--- src/rtl/typed_rr_arbiter_if.sv ---
// Request/grant and valid/ready bundle between N requesters, the arbiter and one consumer.
// Payload type and requester count are parameters and must match the arbiter's.
interface typed_rr_arbiter_if #(
    parameter int  N = 4,
    parameter type T = logic [7:0]
);
    localparam int IW = (N > 1) ? $clog2(N) : 1;

    logic [N-1:0]  req;
    T              req_data [N];
    logic [N-1:0]  gnt;
    logic          out_valid;
    logic          out_ready;
    T              out_data;
    logic [IW-1:0] out_idx;
    logic          busy;

    modport master (
        output req, req_data, out_ready,
        input  gnt, out_valid, out_data, out_idx, busy
    );

    modport slave (
        input  req, req_data, out_ready,
        output gnt, out_valid, out_data, out_idx, busy
    );
endinterface

--- src/rtl/typed_rr_arbiter.sv ---
// Round-robin arbiter: captures one requester's payload, offers it on valid/ready,
// then optionally idles HOLD cycles before the next grant.
module typed_rr_arbiter #(
    parameter int  N    = 4,
    parameter type T    = logic [7:0],
    parameter int  HOLD = 0
) (
    input  logic               clk,
    input  logic               rst_n,
    typed_rr_arbiter_if.slave  bus
);
    localparam int IW = (N > 1) ? $clog2(N) : 1;
    localparam int DW = $bits(T);

    typedef enum logic [1:0] {
        S_IDLE = 2'd0,
        S_SEND = 2'd1,
        S_COOL = 2'd2
    } state_t;

    state_t        r_state;
    state_t        w_state_next;
    logic [IW-1:0] r_ptr;
    logic [IW-1:0] r_idx;
    logic [7:0]    r_cnt;
    logic [N-1:0]  r_gnt;
    logic [DW-1:0] r_data;

    logic [IW-1:0] w_win;
    logic          w_found;
    logic          w_grant;
    logic          w_hs;
    logic [N-1:0]  w_gnt_next;
    logic [DW-1:0] w_win_data;

    // First requester at or after the pointer, wrapping modulo N.
    always_comb begin
        logic [IW-1:0] j;
        w_found = 1'b0;
        w_win   = '0;
        j       = '0;
        for (int k = 0; k < N; k++) begin
            j = IW'((int'(r_ptr) + k) % N);
            if (!w_found && bus.req[j]) begin
                w_found = 1'b1;
                w_win   = j;
            end
        end
    end

    assign w_grant    = (r_state == S_IDLE) && w_found;
    assign w_hs       = (r_state == S_SEND) && bus.out_ready;
    assign w_win_data = bus.req_data[w_win];

    genvar gi;
    generate
        for (gi = 0; gi < N; gi++) begin : g_gnt
            assign w_gnt_next[gi] = w_grant && (w_win == IW'(gi));
        end
    endgenerate

    always_comb begin
        w_state_next = r_state;
        unique case (r_state)
            S_IDLE:  if (w_found) w_state_next = S_SEND;
            S_SEND:  if (bus.out_ready) w_state_next = (HOLD == 0) ? S_IDLE : S_COOL;
            S_COOL:  if (r_cnt == 8'd0) w_state_next = S_IDLE;
            default: w_state_next = S_IDLE;
        endcase
    end

    always_ff @(posedge clk) begin
        if (!rst_n) begin
            r_state <= S_IDLE;
            r_ptr   <= '0;
            r_idx   <= '0;
            r_cnt   <= 8'd0;
            r_gnt   <= '0;
        end else begin
            r_state <= w_state_next;
            r_gnt   <= w_gnt_next;
            if (w_grant) begin
                r_idx <= w_win;
            end
            if (w_hs) begin
                r_ptr <= (r_idx == IW'(N - 1)) ? '0 : r_idx + IW'(1);
                if (HOLD != 0) begin
                    r_cnt <= 8'(HOLD - 1);
                end
            end else if (r_state == S_COOL && r_cnt != 8'd0) begin
                r_cnt <= r_cnt - 8'd1;
            end
        end
    end

    // Payload register spans the full width of T; only the IDLE grant loads it.
    generate
        if (DW > 0) begin : g_out_reg
            always_ff @(posedge clk) begin
                if (!rst_n) begin
                    r_data <= '0;
                end else if (w_grant) begin
                    r_data <= w_win_data;
                end
            end
        end
    endgenerate

    assign bus.gnt       = r_gnt;
    assign bus.out_valid = (r_state == S_SEND);
    assign bus.out_data  = T'(r_data);
    assign bus.out_idx   = r_idx;
    assign bus.busy      = (r_state != S_IDLE);
endmodule
--- src/flat_wrapper.sv ---
// flat-port wrapper written by rule: the top's interface ports become plain ports
module typed_rr_arbiter_flat 
#(
    parameter int  N    = 4,
    parameter type T    = logic [7:0],
    parameter int  HOLD = 0
)
  (clk, rst_n, bus_req, bus_req_data, bus_out_ready, bus_gnt, bus_out_valid, bus_out_data, bus_out_idx, bus_busy);
  typed_rr_arbiter_if #(.N(N), .T(T)) bus_i ();
  input  logic clk;
  input  logic rst_n;
  input wire logic [$bits(bus_i.req)-1:0] bus_req;
  input wire logic [$bits(bus_i.req_data)-1:0] bus_req_data;
  input wire logic [$bits(bus_i.out_ready)-1:0] bus_out_ready;
  output wire logic [$bits(bus_i.gnt)-1:0] bus_gnt;
  output wire logic [$bits(bus_i.out_valid)-1:0] bus_out_valid;
  output wire logic [$bits(bus_i.out_data)-1:0] bus_out_data;
  output wire logic [$bits(bus_i.out_idx)-1:0] bus_out_idx;
  output wire logic [$bits(bus_i.busy)-1:0] bus_busy;
  assign bus_i.req = bus_req;
  assign bus_i.req_data = {>>{bus_req_data}};
  assign bus_i.out_ready = bus_out_ready;
  assign bus_gnt = bus_i.gnt;
  assign bus_out_valid = bus_i.out_valid;
  assign bus_out_data = bus_i.out_data;
  assign bus_out_idx = bus_i.out_idx;
  assign bus_busy = bus_i.busy;
  typed_rr_arbiter #(.N(N), .T(T), .HOLD(HOLD)) u_core (.clk(clk), .rst_n(rst_n), .bus(bus_i));
endmodule
--- config.mk ---
export PLATFORM = sky130hd
export DESIGN_NAME = typed_rr_arbiter_flat
export DESIGN_NICKNAME = d
export VERILOG_FILES = /design/src/rtl/typed_rr_arbiter_if.sv /design/src/rtl/typed_rr_arbiter.sv /design/src/flat_wrapper.sv
export SDC_FILE = /design/constraint.sdc
export NUM_CORES = 1
export LEC_CHECK = 0
export BUFFER_PORTS_ARGS = -buffer_cell sky130_fd_sc_hd__buf_2
export CAP_MARGIN = 10
export CORE_MARGIN = 2
export CORE_UTILIZATION = 45
export CTS_CLUSTER_DIAMETER = 80
export DETAILED_ROUTE_END_ITERATION = 16
export GPL_TIMING_DRIVEN = 0
export PLACE_DENSITY_LB_ADDON = 0.1
export SYNTH_ARGS = -nofsm -noshare
export SYNTH_HDL_FRONTEND = slang
export SYNTH_SLANG_ARGS = --single-unit
--- constraint.sdc ---
create_clock -name clk -period 2.84 [get_ports clk]
set_input_delay 0 -clock clk [delete_from_list [all_inputs] [get_ports clk]]
set_output_delay 0 -clock clk [all_outputs]
set_load 0.005 [all_outputs]
==> metrics.md, run 1 <==
| Metric | Value |
|---|---|
| WL per Instance | 12.1 um |
| Initial core utilization | 0.471 |
| Hold WC Path Type | primary input to register |
| Setup WS pre-CTS | 1.10 ns |
| Req. time, crit path | 3.02 ns |
| # rows | 16 |
| Netlist cell types | 26 |
| IO Count | 55 |
| Routed Antenna Nets | 0 |
| Vias in the first global route | 805 |
| Final non-filler cell area | 1260 sq um |
| DR pass1 iterations | 4 |
| Leading area contributor after synthesis | dfxtp_1 |
| Max clock buf depth | 2 |
| HPWL after DPL | 1.66 mm |
| Die Area | 2410 sq um |
| Setup skew after layout | 0.00624 ns |
| Kind of critical path | register to register |
| First-pass GRT wire length | 3.54 mm |
| Synth top area share | 0.372 |
| Post-Syn Area | 915 sq um |
| Clock root buffer | clkbuf_4 |
| Post-Route Setup TNS | 0 ns |
| Cells along the critical path | mux2i_1 -> nor2_1 -> nor3_2 -> clkbuf_4 -> mux2i_1 -> a221oi_2 |
| Area grow syn2layout | 37.3% |
| Crit path DAT | 1.91 ns |
| Seq cells post-synth | 17 |
| Crit Path Max Fanout | 10 |
| Via Count | 886 |
| Synth warn | 0 |
| Final #Nets | 190 |
| Post-Synth XOR/XNOR Area | 0 |
| Worst path max stage delay | 0.46 ns |
| Smallest hold slack | 0.0248 ns |
| DIE WIDTH | 49.1 um |
| Largest net degree at the start of global routing | 11 |
| DRC violations left | 0 |
| Top cell by count, worst path | mux2i_1 |
| Via-per-instance ratio | 5.03 |
| Mean post-synth cell area | 10.2 sq um |
| Pleak | 0.625 nW |
| Resize count post-CTS | 0 |
| Total GRT Usage | 0.187 |
| Final hold vios | 0 |
| Post-synthesis compound-gate area fraction | 0.234 |
| CTS tree | built |
| Final Critical Period | 1.73 ns |
| Commonest cells after routing, fill and taps aside | 56 x buf_2, 18 x mux2i_1, 17 x dfxtp_1, 8 x o21ai_0, 8 x a221oi_2 |
| CP max-delay cell | dfxtp_1 |
| Peak supply drop | 0.000295 V |
| Commonest non-fill, non-tap cell in the layout | buf_2 |
| TritonCTS buffer count | 3 |
| Fin worst setup slack | 1.11 ns |
| Period utilization | 0.610 |
| Clock-pin slew on the worst setup and hold paths | 0.11 ns |
| Overflow after GRT | 0 |
| Sequential share of the synthesized area | 0.372 |
| Slew headroom | 0.682 |
| Mux cell area share after synthesis | 0.197 |
| Core area | 1940 sq um |
| Placed Instance Area | 1220 sq um |
| Pwr dens | 443 nW/um^2 |
| Critical path launch point type | register |
| Die Ht | 49.1 um |
| Cell family with most CP delay | flip-flops |
| Pins over their slew limit | 0 |
| Synth Instances | 90 |
| Setup-failing EPs final | 0 |
| Fmax | 577 MHz |
| RSZ-0062 raised after global routing | no |
| Simple-gate share of the synthesized area | 0.127 |
| Syn Nets | 130 |
| Initial antenna violation count | 0 |
| Largest family of logic cells by synthesized area | compound AO/OA/AOI/OAI gates |
| Max Cap Violations | 0 |
| Skew-Pair Late Insertion Delay | 0.29 ns |
| Port-buffer cells | 54 |
| CTS sink count | 17 |
| Post-Route WL | 2.14 mm |
| H-tree depth | 1 |
| ANT cells | 0 |
| Post-synthesis adder-cell area fraction | 0.0137 |
| Layout cells sized above 1 | 0.483 |
| Worst slew pin tran | 0.473 ns |
| Initial DRC Count | 13 |
| Outcome | finished, final reports clean |
| Buf/Inv on CP | 1 |
| Final GP Congestion | 0.716 |
| CP Capture Type | register |
| Area contributors post-synth | dfxtp_1 37%, mux2i_1 20%, a221oi_2 13%, o21ai_0 4.4%, a21oi_1 2.7% |
## worst reg2reg max path: stages, from the launching register on
cell      delay (ns)
dfxtp_1         0.46
mux2i_1         0.21
nor2_1          0.06
nor3_2          0.29
clkbuf_4        0.29
mux2i_1         0.24
a221oi_2        0.07
## layout make-up
| type | instances | area, sq um |
|---|---|---|
| clock buffers | 3 | 22.5 |
| fillers | 188 | 686 |
| multi-input cells | 64 | 523 |
| clock inverters | 1 | 5.00 |
| plain buffers | 7 | 43.8 |
| inverters | 2 | 7.51 |
| repair buffers | 55 | 280 |
| flip-flops and latches | 17 | 340 |
| well taps | 27 | 33.8 |
## per-layer routing
layer / vias to the layer above / share of wire / GRT usage
met5: - / 0 / 0
met4: 0 / 0.0080 / 0.0571
met3: 2 / 0.067 / 0.0429
met2: 31 / 0.47 / 0.318
met1: 397 / 0.46 / 0.232
li1: 456 / - / -
## worst paths after layout
check	start	end	slack, ns	cells past startpoint
worst max register to register	u_core.r_ptr[1]	u_core.bus.out_data[1]	1.11	6
worst min-delay path	rst_n	u_core.bus.out_data[6]	0.02	3
worst max-delay path	u_core.r_ptr[1]	u_core.bus.out_data[1]	1.11	6
worst min register to register	u_core.r_state[0]	u_core.r_state[0]	0.55	2
## power breakdown
part	switching, W	leakage, nW	total (W)	internal (W)
clock	0.0000776	0.0177	0.000130	0.0000523
sequential	0.0000113	0.140	0.000270	0.000258
combinational	0.0000764	0.467	0.000156	0.0000799
## per-stage QoR
stage | utilization | power [W] | cells
floorplan | - | 0.000368 | 90
global placement | 0.628 | 0.000428 | 171
detailed placement | 0.628 | 0.000432 | 171
CTS | 0.647 | 0.000565 | 176
global route | 0.647 | 0.000589 | 176
finish | 0.647 | 0.000556 | 176
## synthesized netlist by cell type, drive strengths merged
cell type / n
a21boi: 1
a21oi: 5
a221oi: 8
and2: 1
and3: 2
and3b: 2
buf: 4
clkbuf: 3
dfxtp: 17
ha: 1
inv: 2
mux2i: 18
nand2: 4
nand3: 1
nor2: 2
nor2b: 3
nor3: 3
nor3b: 1
nor4: 1
o21a: 2
o21ai: 8
o22ai: 1
## kinds of logic after synthesis
family / count (synthesis)
buf+inv: 9
flops: 17
simple gates: 20
fa+ha+maj: 1
compound gates: 25
mux: 18
## state kept, by name, summed over array words and instances (netlist names)
register / count
u_core.r_ptr: 2
u_core.bus.out_data: 8
u_core.bus.gnt: 4
u_core.bus.out_idx: 2
u_core.r_state: 1
## repair_timing
item / in CTS / in global routing
endpoints found under the hold margin: 1 / 0
buffers inserted: 0 / 0
hold buffers: 1 / 0
Note: power is estimated with default switching activity, not from simulation.
==> inputs of run 2 (changes only) <==
--- a/config.mk
+++ b/config.mk
@@ -8,7 +8,7 @@
 export BUFFER_PORTS_ARGS = -buffer_cell sky130_fd_sc_hd__buf_2
 export CAP_MARGIN = 10
 export CORE_MARGIN = 2
-export CORE_UTILIZATION = 45
+export CORE_UTILIZATION = 38
 export CTS_CLUSTER_DIAMETER = 80
 export DETAILED_ROUTE_END_ITERATION = 16
 export GPL_TIMING_DRIVEN = 0
==> constraint.sdc (replaced) <==
create_clock -name clk -period 1.5 [get_ports clk]
set_input_delay 0 -clock clk [delete_from_list [all_inputs] [get_ports clk]]
set_output_delay 0 -clock clk [all_outputs]
set_load 0.005 [all_outputs]
==> metrics.md, run 2 (synthesis gave the netlist of run 1 again) <==
| Metric | Value |
|---|---|
| Outcome | finished, violations left (was finished, final reports clean) |
| Failing checks | negative setup slack |
| Setup skew after layout | 0.0123 ns (was 0.00624 ns) |
| Pleak | 0.656 nW (was 0.625 nW) |
| Peak supply drop | 0.000445 V (was 0.000295 V) |
| CP max-delay cell | dfxtp_4 (was dfxtp_1) |
| Pwr dens | 818 nW/um^2 (was 443 nW/um^2) |
| Final Critical Period | 1.52 ns (was 1.73 ns) |
| Vias in the first global route | 840 (was 805) |
| Fillers | 221 (was 188) |
| Smallest hold slack | 0.0304 ns (was 0.0248 ns) |
| Buf/Inv on CP | 2 (was 1) |
| IO Count | 55 (unchanged) |
| DR pass1 iterations | 4 (unchanged) |
| CTS tree | built (unchanged) |
| Setup-failing EPs final | 6 (was 0) |
| Kind of critical path | register to register (unchanged) |
| HPWL after DPL | 1.73 mm (was 1.66 mm) |
| Max reg flops | 8 (unchanged) |
| Crit path DAT | 1.70 ns (was 1.91 ns) |
| Critical path launch point type | register (unchanged) |
| Hold path cells | 3 (unchanged) |
| CTS sink count | 17 (unchanged) |
| Commonest non-fill, non-tap cell in the layout | buf_2 (unchanged) |
| Post-Route Setup TNS | -0.0776 ns (was 0 ns) |
| TritonCTS buffer count | 3 (unchanged) |
| Commonest cells after routing, fill and taps aside | 54 x buf_2, 16 x dfxtp_1, 11 x mux2i_1, 8 x o21ai_0, 8 x a221oi_2 (was 56 x buf_2, 18 x mux2i_1, 17 x dfxtp_1, 8 x o21ai_0, 8 x a221oi_2) |
| Clock root buffer | clkbuf_4 (unchanged) |
| Final Power | 0.00112 W (was 0.000556 W) |
| ANT cells | 0 (unchanged) |
| Port-buffer cells | 54 (unchanged) |
| Max clock buf depth | 2 (unchanged) |
| Clock-pin slew on the worst setup and hold paths | 0.11 ns (about the same) |
| Via Count | 921 (was 886) |
| Layout cells sized above 1 | 0.549 (was 0.483) |
| Via-per-instance ratio | 5.09 (was 5.03) |
| DIE WIDTH | 53.1 um (was 49.1 um) |
| DRC violations left | 0 (unchanged) |
| Area grow syn2layout | 49.5% (was 37.3%) |
| Core area | 2250 sq um (was 1940 sq um) |
| Initial DRC Count | 15 (was 13) |
| Crit Path Max Fanout | 6 (was 10) |
| Hold WC Path Type | primary input to register (unchanged) |
| Max Cap Violations | 0 (unchanged) |
| Skew-Pair Late Insertion Delay | 0.29 ns (about the same) |
| RSZ-0062 raised after global routing | yes (was no) |
| Worst path max stage delay | 0.39 ns (was 0.46 ns) |
| Die Area | 2820 sq um (was 2410 sq um) |
| Pins over their slew limit | 0 (unchanged) |
| Final GP Congestion | 0.782 (was 0.716) |
| Post-Route WL | 2.41 mm (was 2.14 mm) |
| H-tree depth | 1 (unchanged) |
| # rows | 17 (was 16) |
| Fin util | 0.607 (was 0.647) |
| Die Ht | 53.1 um (was 49.1 um) |
| Initial antenna violation count | 0 (unchanged) |
| Period utilization | 1.01 (was 0.610) |
| Cell family with most CP delay | multiplexers (was flip-flops) |
| Largest net degree at the start of global routing | 11 (unchanged) |
| Reg2reg setup slack | -0.02 ns (was 1.11 ns) |
| Total GRT Usage | 0.177 (was 0.187) |
| Setup WS pre-CTS | -0.207 ns (was 1.10 ns) |
| Worst slew pin tran | 0.576 ns (was 0.473 ns) |
| Slew headroom | 0.612 (was 0.682) |
| Fin worst setup slack | -0.0183 ns (was 1.11 ns) |
| Stages on worst setup path | 7 (was 6) |
| FF-to-FF path depth | 7 (was 6) |
| Fmax | 659 MHz (was 577 MHz) |
| Final hold vios | 0 (unchanged) |
| Final #Nets | 194 (was 190) |
| First-pass GRT wire length | 3.64 mm (was 3.54 mm) |
| Cells along the critical path | mux2i_1 -> nor2_1 -> nor3_2 -> buf_4 -> buf_8 -> mux2i_2 -> a221oi_2 (was mux2i_1 -> nor2_1 -> nor3_2 -> clkbuf_4 -> mux2i_1 -> a221oi_2) |
| Overflow after GRT | 0 (unchanged) |
| Req. time, crit path | 1.69 ns (was 3.02 ns) |
| WL per Instance | 13.3 um (was 12.1 um) |
| CP Capture Type | register (unchanged) |
| Routed Antenna Nets | 0 (unchanged) |
| Initial core utilization | 0.406 (was 0.471) |
==> run 2: worst paths after layout <==
kind / from / to
max: u_core.r_ptr[1] / u_core.bus.out_data[3]
max reg2reg: u_core.r_ptr[1] / u_core.bus.out_data[3]
min reg2reg: u_core.r_ptr[1] / u_core.r_ptr[1]
min: rst_n / u_core.bus.out_data[4]
==> run 2: routing by layer <==
metal	vias up	routed length [um]	GRT usage
met5	-	0	0
met4	0	8	0.0385
li1	466	-	-
met1	418	984	0.208
met2	35	1260	0.335
met3	2	152	0.0254
==> run 2: area by class of cell <==
cell class / instances / area [sq um] / share of cell area
multi-input cells: 64 / 563 / 0.412
plain buffers: 7 / 73.8 / 0.0540
inverters: 2 / 7.51 / 0.00549
flip-flops and latches: 17 / 344 / 0.252
well taps: 28 / 35.0 / 0.0256
clock buffers: 4 / 26.3 / 0.0192
repair buffers: 59 / 318 / 0.232
==> run 2: worst register-to-register path, stage by stage, from the launching register on <==
cell      delay (ns)
dfxtp_4         0.39
mux2i_1         0.21
nor2_1          0.07
nor3_2          0.11
buf_4           0.18
buf_8           0.14
mux2i_2         0.23
a221oi_2        0.09
==> run 2: metrics by stage <==
stage	std cells	cell area [sq um]
6_report	181	1370
5_1_grt	181	1370
4_1_cts	181	1330
3_5_place_dp	172	1230
3_3_place_gp	172	1230
2_1_floorplan	90	921
==> run 2: where the power goes <==
part	internal (W)	switching (W)	leakage (nW)
registers	0.000488	0.0000217	0.141
clock network	0.000103	0.000145	0.0150
logic	0.000197	0.000164	0.500
==> run 2: what timing repair did <==
item / in CTS / in global routing
resized for setup: 11 / 8
buffers inserted: 3 / 0
pin swaps: 7 / 5
hold buffers: 1 / 0
endpoints found under the hold margin: 1 / 0
cloned: 1 / 0
endpoints found under the setup margin: 14 / 14
==> inputs of run 3 (changes only) <==
--- a/config.mk
+++ b/config.mk
@@ -13,6 +13,7 @@
 export DETAILED_ROUTE_END_ITERATION = 16
 export GPL_TIMING_DRIVEN = 0
 export PLACE_DENSITY_LB_ADDON = 0.1
+export SKIP_CTS_REPAIR_TIMING = 1
 export SYNTH_ARGS = -nofsm -noshare
 export SYNTH_HDL_FRONTEND = slang
 export SYNTH_SLANG_ARGS = --single-unit
==> metrics.md, run 3 (synthesis gave the netlist of run 1 again) <==
| Metric | Value |
|---|---|
| Worst path max stage delay | 0.39 ns (about the same) |
| P_int | 0.000769 W (was 0.000789 W) |
| Failing checks | negative setup slack (unchanged) |
| Max reg flops | 8 (unchanged) |
| Period utilization | 1.05 (was 1.01) |
| IO Count | 55 (unchanged) |
| Kind of critical path | register to register (unchanged) |
| Pwr dens | 817 nW/um^2 (was 818 nW/um^2) |
| Via Count | 909 (was 921) |
| Post-Route Setup TNS | -0.375 ns (was -0.0776 ns) |
| Req. time, crit path | 1.67 ns (was 1.69 ns) |
| RSZ-0062 raised after global routing | yes (unchanged) |
| Vias in the first global route | 810 (was 840) |
| Commonest cells after routing, fill and taps aside | 55 x buf_2, 15 x dfxtp_1, 13 x mux2i_1, 8 x o21ai_0, 8 x a221oi_2 (was 54 x buf_2, 16 x dfxtp_1, 11 x mux2i_1, 8 x o21ai_0, 8 x a221oi_2) |
| Max clock buf depth | 2 (unchanged) |
| Fmax | 636 MHz (was 659 MHz) |
| Initial DRC Count | 16 (was 15) |
| Layout cells sized above 1 | 0.553 (was 0.549) |
| Crit Path Max Fanout | 10 (was 6) |
| Power share of the clock group | 0.221 (about the same) |
| DIE WIDTH | 53.1 um (unchanged) |
| WL per Instance | 13.0 um (was 13.3 um) |
| Via-per-instance ratio | 5.05 (was 5.09) |
| Total GRT Usage | 0.164 (was 0.177) |
| Buf/Inv on CP | 1 (was 2) |
| Switching Power | 0.000318 W (was 0.000330 W) |
| Reg2reg setup slack | -0.07 ns (was -0.02 ns) |
| Routed Antenna Nets | 0 (unchanged) |
| DP Cell Count | 172 (unchanged) |
| Clock-pin slew on the worst setup and hold paths | 0.09 ns (was 0.11 ns) |
| H-tree depth | 1 (unchanged) |
| CP max-delay cell | dfxtp_4 (unchanged) |
| Cells along the critical path | mux2i_2 -> nor2_2 -> nor3_4 -> clkbuf_8 -> mux2i_1 -> a221oi_2 (was mux2i_1 -> nor2_1 -> nor3_2 -> buf_4 -> buf_8 -> mux2i_2 -> a221oi_2) |
| Post-Route WL | 2.34 mm (was 2.41 mm) |
| Commonest non-fill, non-tap cell in the layout | buf_2 (unchanged) |
| DR pass1 iterations | 4 (unchanged) |
| Final GP Congestion | 0.782 (unchanged) |
| Hold WC Path Type | primary input to register (unchanged) |
| ANT cells | 0 (unchanged) |
| Register share of total power | 0.470 (was 0.456) |
| Core area | 2250 sq um (unchanged) |
| Die Area | 2820 sq um (unchanged) |
| Final Power | 0.00109 W (was 0.00112 W) |
| Skew-Pair Late Insertion Delay | 0.28 ns (was 0.29 ns) |
| Pins over their slew limit | 0 (unchanged) |
| Slew headroom | 0.609 (was 0.612) |
| CTS tree | built (unchanged) |
| Logic pwr share | 0.309 (was 0.323) |
| Smallest hold slack | 0.00333 ns (was 0.0304 ns) |
| Initial core utilization | 0.406 (unchanged) |
| Pleak | 0.648 nW (was 0.656 nW) |
| Outcome | finished, violations left (unchanged) |
| CTS sink count | 17 (unchanged) |
| HPWL after DPL | 1.73 mm (unchanged) |
| Initial antenna violation count | 0 (unchanged) |
| Peak supply drop | 0.000439 V (was 0.000445 V) |
| CP Capture Type | register (unchanged) |
| Max Cap Violations | 0 (unchanged) |
| TritonCTS buffer count | 3 (unchanged) |
| # rows | 17 (unchanged) |
| Setup skew after layout | 0.00722 ns (was 0.0123 ns) |
| Worst slew pin tran | 0.582 ns (was 0.576 ns) |
| Final hold vios | 0 (unchanged) |
| Area grow syn2layout | 45.4% (was 49.5%) |
| Port-buffer cells | 54 (unchanged) |
| Post-Layout Cell Count | 180 (was 181) |
| Final Critical Period | 1.57 ns (was 1.52 ns) |
| First-pass GRT wire length | 3.37 mm (was 3.64 mm) |
| Die Ht | 53.1 um (unchanged) |
| Final non-filler cell area | 1330 sq um (was 1370 sq um) |
| Placed Instance Area | 1230 sq um (unchanged) |
| Setup-failing EPs final | 8 (was 6) |
| Sw Share | 0.293 (was 0.295) |
| Clock root buffer | clkbuf_4 (unchanged) |
| Cell family with most CP delay | multiplexers (unchanged) |
| DRC violations left | 0 (unchanged) |
| Overflow after GRT | 0 (unchanged) |
| Final #Nets | 193 (was 194) |
| Fin worst setup slack | -0.0722 ns (was -0.0183 ns) |
| Crit path DAT | 1.74 ns (was 1.70 ns) |
| Largest net degree at the start of global routing | 11 (unchanged) |
| Critical path launch point type | register (unchanged) |
[run 3: cell count changes in the layout (fill, tap and decap cells not counted), sizes merged]
cell,change
dlygate4sd3,-1
[run 3: layer usage]
| layer | GRT usage | share of wire |
|---|---|---|
| met3 | 0.0254 | 0.058 |
| met5 | 0 | 0 |
| met1 | 0.191 | 0.41 |
| met4 | 0.0513 | 0 |
| met2 | 0.304 | 0.53 |
[run 3: per-stage QoR]
| step | setup WS, ns | util |
|---|---|---|
| after floorplan | 0.0219 | - |
| after global placement | -0.115 | 0.544 |
| after detailed placement | -0.207 | 0.544 |
| after CTS | -0.219 | 0.555 |
| after global routing | -0.154 | 0.590 |
| final | -0.0722 | 0.590 |
[run 3: power by group through the flow]
stage	Clock, W	Sequential (W)	Combinational, W
final	0.000240	0.000510	0.000336
after global routing	0.000266	0.000516	0.000368
after CTS	0.000251	0.000511	0.000302
after detailed placement	0	0.000520	0.000303
after global placement	0	0.000520	0.000296
after floorplan	0	0.000523	0.000177
[run 3: worst min-delay path, stage by stage]
cell and delay [ns]:
buf_2 0.10, nand3_1 0.07, a21boi_0 0.07
[run 3: final cells by class]
class / instances / area (sq um)
buffer: 7 / 58.8
clock buffer: 4 / 26.3
fill: 226 / 925
inverter: 2 / 7.51
multi-input combinational: 64 / 556
sequential: 17 / 345
tap: 28 / 35.0
timing repair buffer: 58 / 302
[run 3: worst paths after layout]
kind / startpoint / end / depth (start not counted)
setup reg to reg: u_core.r_ptr[1] / u_core.bus.out_data[7] / 6
hold / removal: bus_out_ready / u_core.r_ptr[1] / 3
setup / recovery: u_core.r_ptr[1] / u_core.bus.out_data[7] / 6
hold reg to reg: u_core.r_ptr[1] / u_core.r_ptr[1] / 2
